File: config.mk
export PLATFORM = sky130hd
export DESIGN_NAME = demux_4_32bits
export DESIGN_NICKNAME = d
export VERILOG_FILES = /design/src/rtl/demux_4_32bits.sv
export SDC_FILE = /design/constraint.sdc
export NUM_CORES = 1
export LEC_CHECK = 0
export BUFFER_PORTS_ARGS = -buffer_cell sky130_fd_sc_hd__buf_4
export CELL_PAD_IN_SITES_DETAIL_PLACEMENT = 0
export CELL_PAD_IN_SITES_GLOBAL_PLACEMENT = 1
export CORE_MARGIN = 3
export CORE_UTILIZATION = 44
export DETAILED_ROUTE_END_ITERATION = 16
export PLACE_DENSITY_LB_ADDON = 0.1
export SYNTH_ARGS = -nofsm -noshare
export SYNTH_HDL_FRONTEND = slang
export SYNTH_SLANG_ARGS = --single-unit
File: constraint.sdc
create_clock -name clk -period 3.6 [get_ports clk]
set_input_delay 0.36 -clock clk [delete_from_list [all_inputs] [get_ports clk]]
set_output_delay 0.36 -clock clk [all_outputs]
set_load 0.05 [all_outputs]
File: src/rtl/demux_4_32bits.sv
// Registered 1-to-4 demultiplexer with valid/ready handshake and invalid-select drop/flag.
// Optional saturating drop counter enabled by defining DEMUX_ERRCNT_EN.
module demux_4_32bits #(
    parameter int WIDTH = 32
) (
    input  logic             clk,
    input  logic             reset_n,
    input  logic             in_valid,
    output logic             in_ready,
    input  logic [2:0]       DEMUXop,
    input  logic [WIDTH-1:0] in_data,
    output logic [3:0]       out_valid,
    input  logic [3:0]       out_ready,
    output logic [WIDTH-1:0] out0_data,
    output logic [WIDTH-1:0] out1_data,
    output logic [WIDTH-1:0] out2_data,
    output logic [WIDTH-1:0] out3_data,
    output logic             sel_err,
    output logic [7:0]       err_count
);

    typedef enum logic {
        ST_IDLE = 1'b0,
        ST_HOLD = 1'b1
    } state_t;

    state_t           r_state;
    logic [1:0]       r_sel;
    logic [3:0]       r_out_valid;
    logic [WIDTH-1:0] r_data0;
    logic [WIDTH-1:0] r_data1;
    logic [WIDTH-1:0] r_data2;
    logic [WIDTH-1:0] r_data3;
    logic             r_sel_err;

    logic w_in_ready;
    logic w_accept;
    logic w_op_ok;
    logic w_load;
    logic w_release;

    function automatic logic [3:0] f_onehot(input logic [1:0] sel);
        logic [3:0] oh;
        case (sel)
            2'd0:    oh = 4'b0001;
            2'd1:    oh = 4'b0010;
            2'd2:    oh = 4'b0100;
            2'd3:    oh = 4'b1000;
            default: oh = 4'b0000;
        endcase
        return oh;
    endfunction

    // Ready is combinational so a draining lane can refill in the same cycle.
    assign w_in_ready = (r_state == ST_IDLE) || out_ready[r_sel];
    assign w_accept   = in_valid && w_in_ready;
    assign w_op_ok    = (DEMUXop[2] == 1'b0);
    assign w_load     = w_accept && w_op_ok;
    assign w_release  = w_in_ready && !w_load;

    // Lane FSM: load on a valid accept, release when idle/drained, otherwise hold.
    always_ff @(posedge clk or negedge reset_n) begin
        if (!reset_n) begin
            r_state     <= ST_IDLE;
            r_sel       <= 2'd0;
            r_out_valid <= 4'b0000;
            r_data0     <= {WIDTH{1'b0}};
            r_data1     <= {WIDTH{1'b0}};
            r_data2     <= {WIDTH{1'b0}};
            r_data3     <= {WIDTH{1'b0}};
            r_sel_err   <= 1'b0;
        end else begin
            r_sel_err <= w_accept && !w_op_ok;
            if (w_load) begin
                r_state     <= ST_HOLD;
                r_sel       <= DEMUXop[1:0];
                r_out_valid <= f_onehot(DEMUXop[1:0]);
                case (DEMUXop[1:0])
                    2'd0:    r_data0 <= in_data;
                    2'd1:    r_data1 <= in_data;
                    2'd2:    r_data2 <= in_data;
                    default: r_data3 <= in_data;
                endcase
            end else if (w_release) begin
                r_state     <= ST_IDLE;
                r_out_valid <= 4'b0000;
            end else begin
                r_state     <= r_state;
                r_out_valid <= r_out_valid;
            end
        end
    end

`ifdef DEMUX_ERRCNT_EN
    logic [7:0] r_err_count;

    // Saturating count of dropped invalid-select words, cleared only by reset.
    always_ff @(posedge clk or negedge reset_n) begin
        if (!reset_n) begin
            r_err_count <= 8'd0;
        end else if (w_accept && !w_op_ok && (r_err_count != 8'hFF)) begin
            r_err_count <= r_err_count + 8'd1;
        end else begin
            r_err_count <= r_err_count;
        end
    end

    assign err_count = r_err_count;
`else
    assign err_count = 8'd0;
`endif

    assign in_ready  = w_in_ready;
    assign out_valid = r_out_valid;
    assign out0_data = r_data0;
    assign out1_data = r_data1;
    assign out2_data = r_data2;
    assign out3_data = r_data3;
    assign sel_err   = r_sel_err;

endmodule
* Yosys cells after proc, flatten, opt, wreduce, memory -nomap -nowiden
Index checks and enable logic that the tools add are counted.
** Storage, ports and cells
- Register bits :: 136
- Output and inout port bits :: 142
- Logic and storage cells :: 35
** Operators by class
- $lt $le $gt $ge :: 1
- Reductions and logical operators :: 13
- Bitwise gates (word level) :: 3
- Mux-type cells :: 7
- Equal/unequal tests :: 3
** Operator list (count)
- 4-bit one-hot mux with 4 select lines :: 1
- 4-bit 2-to-1 mux :: 2
- 2-bit AND reduction :: 4
- 2-bit == test, second input constant :: 2
- 1-bit logical AND :: 4
- 2-bit by 3-bit < comparator with 1-bit output, second input constant :: 1
- 1-bit 2-to-1 mux :: 3
- 1-bit inverter :: 3
- 3-bit OR reduction :: 1
- 1-bit binary-select mux with 2-bit select :: 1
- 2-bit by 1-bit == test with 1-bit output, second input constant :: 1
- 2-bit logical NOT :: 1
- 2-bit nonzero test :: 1
- 1-bit logical NOT :: 1
- 1-bit logical OR :: 1

* Depth between registers and ports, before layout
Gate-level depths: netlist of the first run.
- Depth in word-level cells :: 9
- Depth in mapped cells :: 6

* Least setup slack after synthesis of the first run
Ideal clock, no wire load.
- Kind :: register to register
- Start :: register r_sel[1]
- End :: register r_data0[0], in the netlist out0_data[0]
- Stages on the path, launching flop included :: 7
- Arrival :: 1610 ps
- Period minus slack after synthesis :: 1735 ps
- Library setup time :: 125 ps
- Slack :: 1865 ps
- Data required time :: 3475 ps
- Path through :: dfrtp_1 mux2i_1 a22oi_2 buf_6 nand3b_4 buf_6 mux2_4
** Between the ends
- Longest elaborated chain between the ends :: 6
** RTL lines
- from (decl) :: RTL line 28 : logic [1:0] r_sel;
- from (signal assigned) :: RTL line 76 : r_sel <= DEMUXop[1:0];
- 1-bit binary-select mux with 2-bit select :: RTL line 55 : assign w_in_ready = (r_state == ST_IDLE) || out_ready[r_sel];
- 1-bit 2-to-1 mux (not written as such) :: RTL line 55
- 1-bit logical OR :: RTL line 55
- via in_ready :: RTL line 9 : output logic in_ready,
- 1-bit logical AND :: RTL line 56 : assign w_accept = in_valid && w_in_ready;
- 1-bit logical AND :: RTL line 58 : assign w_load = w_accept && w_op_ok;
- 2-bit AND reduction (no source line)
- to (signal assigned) :: RTL line 67 : r_data0 <= {WIDTH{1'b0}};
- to (signal assigned) :: RTL line 79 : 2'd0: r_data0 <= in_data;
- to (decl) :: RTL line 30 : logic [WIDTH-1:0] r_data0;
The timed path passes the listed nets, and every way through them passes these cells. The select of a mux whose other input is x is not followed.
A chain may end at the register's enable or synchronous reset.

* Worst setup path in the final report of the first run
- Start :: register r_sel[1]
- End :: register r_data3[16], in the netlist out3_data[16]
** Between the ends
- Longest elaborated chain between the ends :: 6
** RTL lines
- 1-bit binary-select mux with 2-bit select :: RTL line 55
- 1-bit 2-to-1 mux (not written as such) :: RTL line 55
- 1-bit logical OR :: RTL line 55
- 1-bit logical AND :: RTL line 56
- 1-bit logical AND :: RTL line 58
- 2-bit AND reduction (no source line)
- to (signal assigned) :: RTL line 70 : r_data3 <= {WIDTH{1'b0}};
- to (signal assigned) :: RTL line 82 : default: r_data3 <= in_data;
- to (decl) :: RTL line 33 : logic [WIDTH-1:0] r_data3;
No other way between the ends. The select of a mux whose other input is x is not followed.

==> results_tabular.tex, run 1 <==
\begin{tabular}{lr}
\hline
Metric & Value \\
\hline
\multicolumn{2}{l}{\textbf{STA}} \\
Fmax & 372 MHz \\
Final clock skew & 3.93 ps \\
Final count of pins violating max slew & 0 \\
Headroom to the max-slew limit & 0.388 \\
Setup Total Neg Slack & 0 ps \\
Final count of negative-setup-slack endpoints & 0 \\
RSZ-0062 raised after global routing & false \\
Fin crit share & 0.746 \\
Hold Vio Cnt, Final & 0 \\
Minimum clock period after layout & 2690 ps \\
Hold Worst Slack & 207 ps \\
PnR worst setup slack & 914 ps \\
Worst slew pin tran & 918 ps \\
\multicolumn{2}{l}{\textbf{Setup path}} \\
Cell-by-cell trace of the critical path & mux2i\_1 -> a22oi\_2 -> and4\_2 -> mux2\_2 \\
Worst setup SP type & register \\
Top delay family on crit path & simple AND/OR/NAND/NOR gates \\
Worst setup EP type & register \\
Critical path required time & 3890 ps \\
Critical path buffer and inverter count & 0 \\
Crit path arrival time & 2980 ps \\
Maximum fanout along the worst path & 33 \\
Worst setup path class & reg -> reg \\
Stage delay of the slowest cell on the critical path & 980 ps \\
Standard cell with the maximum stage delay on the critical path & and4\_2 \\
\multicolumn{2}{l}{\textbf{Clocking}} \\
Number of buffers added for setup after CTS & 0 \\
Clock tree from TritonCTS & done \\
Clock buffer depth & 2 \\
CTS Hold Buffers Added & 1 \\
Source-to-sink clock delay at the later pin of the worst-skew pair & 410 ps \\
Total number of H-tree levels & 4 \\
Root Driver & clkbuf\_16 \\
Post-CTS sizing & 0 \\
Sink Count & 136 \\
Clock-pin slew on the worst setup and hold paths & 60 ps \\
TritonCTS Buffers & 17 \\
\multicolumn{2}{l}{\textbf{Detailed routing}} \\
Remaining number of nets flagged by the antenna check after routing & 0 \\
Highest metal layer with signal wires & met4 \\
Routed metal-1 wire length & 5.26 mm \\
Average wire per standard cell & 17.8 um \\
Number of detailed-route iterations in the first pass & 4 \\
Detailed-route DRC error count & 0 \\
Average via count per standard cell & 4.84 \\
Met3 WL & 845 um \\
Total wire length after detailed routing & 12.1 mm \\
WL met2 & 5.85 mm \\
Vias & 3,292 \\
Initial DRC count & 161 \\
\multicolumn{2}{l}{\textbf{Place}} \\
Cell count after placement & 647 \\
Post-Place Setup Slack & 883 ps \\
Port Buffers & 175 \\
Placed cell areas & 6870 um2 \\
Final weighted congestion in routability-driven placement & 0.766 \\
Post-detail-place hpwl & 8.19 mm \\
\multicolumn{2}{l}{\textbf{Synth}} \\
Synthesized area per cell & 17.4 um2 \\
Gate count after technology mapping & 316 \\
Count of state elements after synthesis & 136 \\
Sequential share of the synthesized area & 0.620 \\
Number of warnings issued by yosys & 0 \\
Number of distinct standard cells referenced by the synthesized netlist & 24 \\
Cell types occupying the most area after synthesis & dfrtp\_1, mux2\_4, mux2\_2 \\
Synth area leader & dfrtp\_1 \\
Area share of the largest cell type after synthesis & 0.620 \\
Post-Syn Area & 5490 um2 \\
\multicolumn{2}{l}{\textbf{Finish}} \\
Post-layout net count & 541 \\
Share of post-route cells with drive strength above 1 & 0.666 \\
Most used cells in the layout excluding fill and tap cells & buf\_4, dfrtp\_1, mux2\_2, mux2\_4, clkbuf\_16 \\
Most frequent standard cell in the layout excluding fill and tap cells & buf\_4 \\
Antenna cell count & 0 \\
Design Area, Final & 7450 um2 \\
Number of cells in the finished layout apart from fillers & 680 \\
Synthesis-to-finish area growth & 35.9\% \\
\multicolumn{2}{l}{\textbf{Global route}} \\
First-pass GRT wire length & 19.7 mm \\
GRT Resource Usage Total & 0.183 \\
Largest net degree at the start of global routing & 66 \\
Via count of the first global-routing pass & 3,543 \\
Total overflow reported by the global router & 0 \\
Initial antenna violation count & 0 \\
\multicolumn{2}{l}{\textbf{Die}} \\
Die Outline Area & 13,800 um2 \\
Width of the die & 118 um \\
Std-Cell Rows & 40 \\
Vertical extent of the die & 118 um \\
Placeable core area & 12,100 um2 \\
Starting Density & 0.453 \\
Top-level I/O count & 184 \\
\multicolumn{2}{l}{\textbf{Power and ir drop}} \\
Static leakage power & 3.77 nW \\
Power per cell area & 1050 nW/um2 \\
Peak supply drop & 0.629 mV \\
\multicolumn{2}{l}{\textbf{Min path}} \\
Kind of path behind the tightest hold check & in -> reg \\
\multicolumn{2}{l}{\textbf{Run status}} \\
Run status & completed \\
\multicolumn{2}{l}{\textbf{Job}} \\
Max-cap violations & 0 \\
\hline
\end{tabular}
[final timing paths]
path	from	end	slack [ps]	cells after the start
setup / recovery	r_sel[1]	out3_data[16]	910	4
setup reg to reg	r_sel[1]	out3_data[16]	910	4
hold reg to reg	out2_data[11]	out2_data[11]	500	1
max in group asynchronous	reset_n	out0_data[17]	2250	3
hold / removal	in_data[20]	out2_data[20]	210	2
min in group asynchronous	reset_n	out3_data[26]	450	2
[cells by family after synthesis]
kind of cell	share of synthesized area
flip-flops	0.620
multiplexers	0.308
buffers and inverters	0.0397
AND/OR/NAND/NOR	0.0203
AO/OA/AOI/OAI	0.0109
other	0.000684
[worst register-to-register path: stages (launching register included)]
cell     delay, ps
dfrtp_1        410
mux2i_1        160
a22oi_2        580
and4_2         980
mux2_2         430
[layout make-up]
cell class / instances / area (um2)
Clock buffer: 22 / 474
Clock inverter: 10 / 100
Fill cell: 1007 / 4660
Inverter: 4 / 15.0
Multi-Input combinational cell: 161 / 1890
Sequential cell: 136 / 3400
Tap cell: 168 / 210
Timing Repair Buffer: 179 / 1360
[through the flow]
stage | power (mW) | utilization
5_1_grt | 8.17 | 0.615
3_3_place_gp | 6.19 | 0.567
2_1_floorplan | 5.05 | -
4_1_cts | 7.94 | 0.615
3_5_place_dp | 6.24 | 0.567
6_report | 7.86 | 0.615
[cells in the mapped netlist (all sizes together)]
cell and instances:
inv 4, mux2i 3, dfrtp 136, nand4b 1
buf 22, and4 1, and2 1, nand2b 1
a221o 1, a21oi 1, and3 1, nand3 1
o21ai 3, nand3b 1, a32o 1, conb 1
o21bai 1, nand2 4, nor2 1, a22oi 1
mux2 128, nor2b 2
[per-layer routing]
metal	up-vias	track usage
li1	1462	-
met3	18	0.0716
met2	117	0.286
met4	0	0.0784
met1	1695	0.227
met5	-	0
[registers in the layout (all words and copies together) (netlist names)]
name / count
out0_data: 32
sel_err: 1
r_state: 1
out1_data: 32
out2_data: 32
r_sel: 2
out3_data: 32
out_valid: 4
[report_power, final]
group / switching, mW / leakage [nW] / internal [mW]
registers: 0.325 / 1.64 / 2.08
clock network: 0.607 / 0.293 / 1.06
logic: 2.50 / 1.84 / 1.28
(Power assumes the default switching activity.)
==> inputs of run 2 (changes only) <==
CORE_UTILIZATION = 37   (was 44)
clock period = 2.2 ns   (was 3.6 ns; I/O delays follow)
==> run 2 against run 1 <==
- sequential power is 65% higher
- die area is 18% higher
- setup slack worse by 750 ps
- maximum frequency is 32% higher
- flip-flop and latch count stayed put
- combinational power is 64% higher
- sequential share of layout area is 0.89 points lower
- count of clock-buffer cells in the layout is 2 higher
- critical endpoint is now out3_data[10]
- highest routed layer unchanged
==> results_tabular.tex, run 2 (same netlist as run 1, synthesis figures left out) <==
\begin{tabular}{lr}
\hline
Metric & Value \\
\hline
\multicolumn{2}{l}{\textbf{Die}} \\
Vertical extent of the die & 128 um \\
Top-level I/O count & 184 \\
Starting Density & 0.386 \\
Placeable core area & 14,200 um2 \\
Std-Cell Rows & 43 \\
Width of the die & 128 um \\
Die Outline Area & 16,300 um2 \\
\multicolumn{2}{l}{\textbf{STA}} \\
Final count of pins violating max slew & 0 \\
RSZ-0062 raised after global routing & false \\
Minimum clock period after layout & 2030 ps \\
Fmax & 492 MHz \\
Fin crit share & 0.923 \\
Hold Vio Cnt, Final & 0 \\
Final clock skew & 9.64 ps \\
Worst slew pin tran & 534 ps \\
Hold Worst Slack & 64.7 ps \\
Final count of negative-setup-slack endpoints & 0 \\
Headroom to the max-slew limit & 0.644 \\
Setup Total Neg Slack & 0 ps \\
\multicolumn{2}{l}{\textbf{Min path}} \\
Kind of path behind the tightest hold check & in -> reg \\
\multicolumn{2}{l}{\textbf{Detailed routing}} \\
Average wire per standard cell & 18.7 um \\
Average via count per standard cell & 4.71 \\
Initial DRC count & 135 \\
Number of detailed-route iterations in the first pass & 4 \\
Remaining number of nets flagged by the antenna check after routing & 0 \\
Vias & 3,307 \\
Total wire length after detailed routing & 13.1 mm \\
Detailed-route DRC error count & 0 \\
\multicolumn{2}{l}{\textbf{Run status}} \\
Run status & completed \\
\multicolumn{2}{l}{\textbf{Clocking}} \\
Sink Count & 136 \\
TritonCTS Buffers & 17 \\
Clock tree from TritonCTS & done \\
Post-CTS sizing & 0 \\
Source-to-sink clock delay at the later pin of the worst-skew pair & 410 ps \\
Total number of H-tree levels & 4 \\
Clock buffer depth & 2 \\
Root Driver & clkbuf\_16 \\
Clock-pin slew on the worst setup and hold paths & 60 ps \\
\multicolumn{2}{l}{\textbf{Global route}} \\
Met3 Resource Use GR & 0.0742 \\
Most heavily used metal layer in global routing & met2 \\
Via count of the first global-routing pass & 3,678 \\
First-pass GRT wire length & 20.8 mm \\
Largest net degree at the start of global routing & 57 \\
Met1 Use GR & 0.214 \\
Initial antenna violation count & 0 \\
Met2 Use GR & 0.252 \\
GRT Resource Usage Total & 0.167 \\
Total overflow reported by the global router & 0 \\
\multicolumn{2}{l}{\textbf{Power and ir drop}} \\
Static leakage power & 3.83 nW \\
Sequential share of power & 0.305 \\
Net Sw Frac & 0.434 \\
Proportion of power drawn by the clock network & 0.219 \\
Reported net switching power & 5.64 mW \\
Design internal power & 7.37 mW \\
Power per cell area & 1710 nW/um2 \\
Peak supply drop & 0.831 mV \\
Logic gate share of total power & 0.476 \\
Design Power & 13.0 mW \\
\multicolumn{2}{l}{\textbf{Setup path}} \\
Critical path required time & 2490 ps \\
Crit path arrival time & 2320 ps \\
Standard cell with the maximum stage delay on the critical path & dfrtp\_1 \\
Cell-by-cell trace of the critical path & mux2i\_1 -> a22oi\_2 -> and4\_2 -> buf\_4 -> mux2\_2 \\
Worst setup SP type & register \\
Stage delay of the slowest cell on the critical path & 410 ps \\
Worst setup EP type & register \\
Worst setup path class & reg -> reg \\
Maximum fanout along the worst path & 15 \\
\multicolumn{2}{l}{\textbf{Finish}} \\
Multi-input gate area & 1890 um2 \\
Fill cell count & 1,214 \\
Most used cells in the layout excluding fill and tap cells & buf\_4, dfrtp\_1, mux2\_2, mux2\_4, clkbuf\_16 \\
Number of cells in the finished layout apart from fillers & 702 \\
Most frequent standard cell in the layout excluding fill and tap cells & buf\_4 \\
Synthesis-to-finish area growth & 38.6\% \\
Antenna cell count & 0 \\
Share of post-route cells with drive strength above 1 & 0.667 \\
Total area of sequential cells & 3400 um2 \\
Post-layout net count & 551 \\
\multicolumn{2}{l}{\textbf{Job}} \\
Max-cap violations & 0 \\
\multicolumn{2}{l}{\textbf{Place}} \\
Post-detail-place hpwl & 9.28 mm \\
Port Buffers & 175 \\
Cell count after placement & 669 \\
Final weighted congestion in routability-driven placement & 0.723 \\
\hline
\end{tabular}
-- run 2: cell count changes in the layout (fill, tap and decap cells not counted) --
cell	delta
buf_4	+6
buf_6	+1
buf_12	+3
bufinv_16	+1
clkbuf_1	+3
clkinv_2	-4
clkbuf_8	-1
inv_6	+1
-- run 2: cell type report --
cell class | count | share of cell area
multi-input cells | 161 | 0.249
repair buffers | 189 | 0.194
clock inverters | 8 | 0.0156
clock buffers | 24 | 0.0621
flip-flops and latches | 136 | 0.448
well taps | 180 | 0.0296
inverters | 4 | 0.00198
-- run 2: worst paths after layout --
path                                from       endpoint  slack, ps  depth (start not counted)
hold reg to reg            out3_data[25]  out3_data[25]        500                          1
hold / removal               in_data[30]  out1_data[30]         60                          2
setup / recovery                r_sel[1]  out3_data[10]        170                          5
setup reg to reg                r_sel[1]  out3_data[10]        170                          5
max in group asynchronous        reset_n  out3_data[27]       1160                          3
min in group asynchronous        reset_n        sel_err        330                          2
-- run 2: metrics by stage --
stage / utilization / instance area (um2) / setup slack, ps
floorplan: - / 5510 / 465
global placement: 0.493 / 7000 / 232
detailed placement: 0.493 / 7000 / 176
CTS: 0.535 / 7600 / 155
global route: 0.535 / 7600 / 29.2
finish: 0.535 / 7600 / 169
-- run 2: power by group through the flow --
stage / Clock, mW / Sequential (mW) / Combinational (mW)
6_report: 2.85 / 3.97 / 6.20
5_1_grt: 3.03 / 4.10 / 6.43
4_1_cts: 2.93 / 3.99 / 6.26
3_5_place_dp: 0 / 4.00 / 6.26
3_3_place_gp: 0 / 3.98 / 6.22
2_1_floorplan: 0 / 7.05 / 1.21
-- run 2: timing repair --
action / in CTS / in global routing
hold buffers: 1 / 0
endpoints found under the hold margin: 52 / 0
buffers inserted: 0 / 0
-- run 2: layer usage --
metal	share of wire	vias up	routed length, um
met5	0	-	0
met4	0.011	0	149
met3	0.092	11	1210
met2	0.47	127	6150
met1	0.43	1683	5610
li1	-	1486	-
-- run 2: worst max-delay path, delay by kind of cell, from the launching register on --
kind / cells / cell delay (ps)
compound gates: 1 / 370
mux: 2 / 540
buf+inv: 1 / 260
flops: 1 / 410
simple gates: 1 / 330
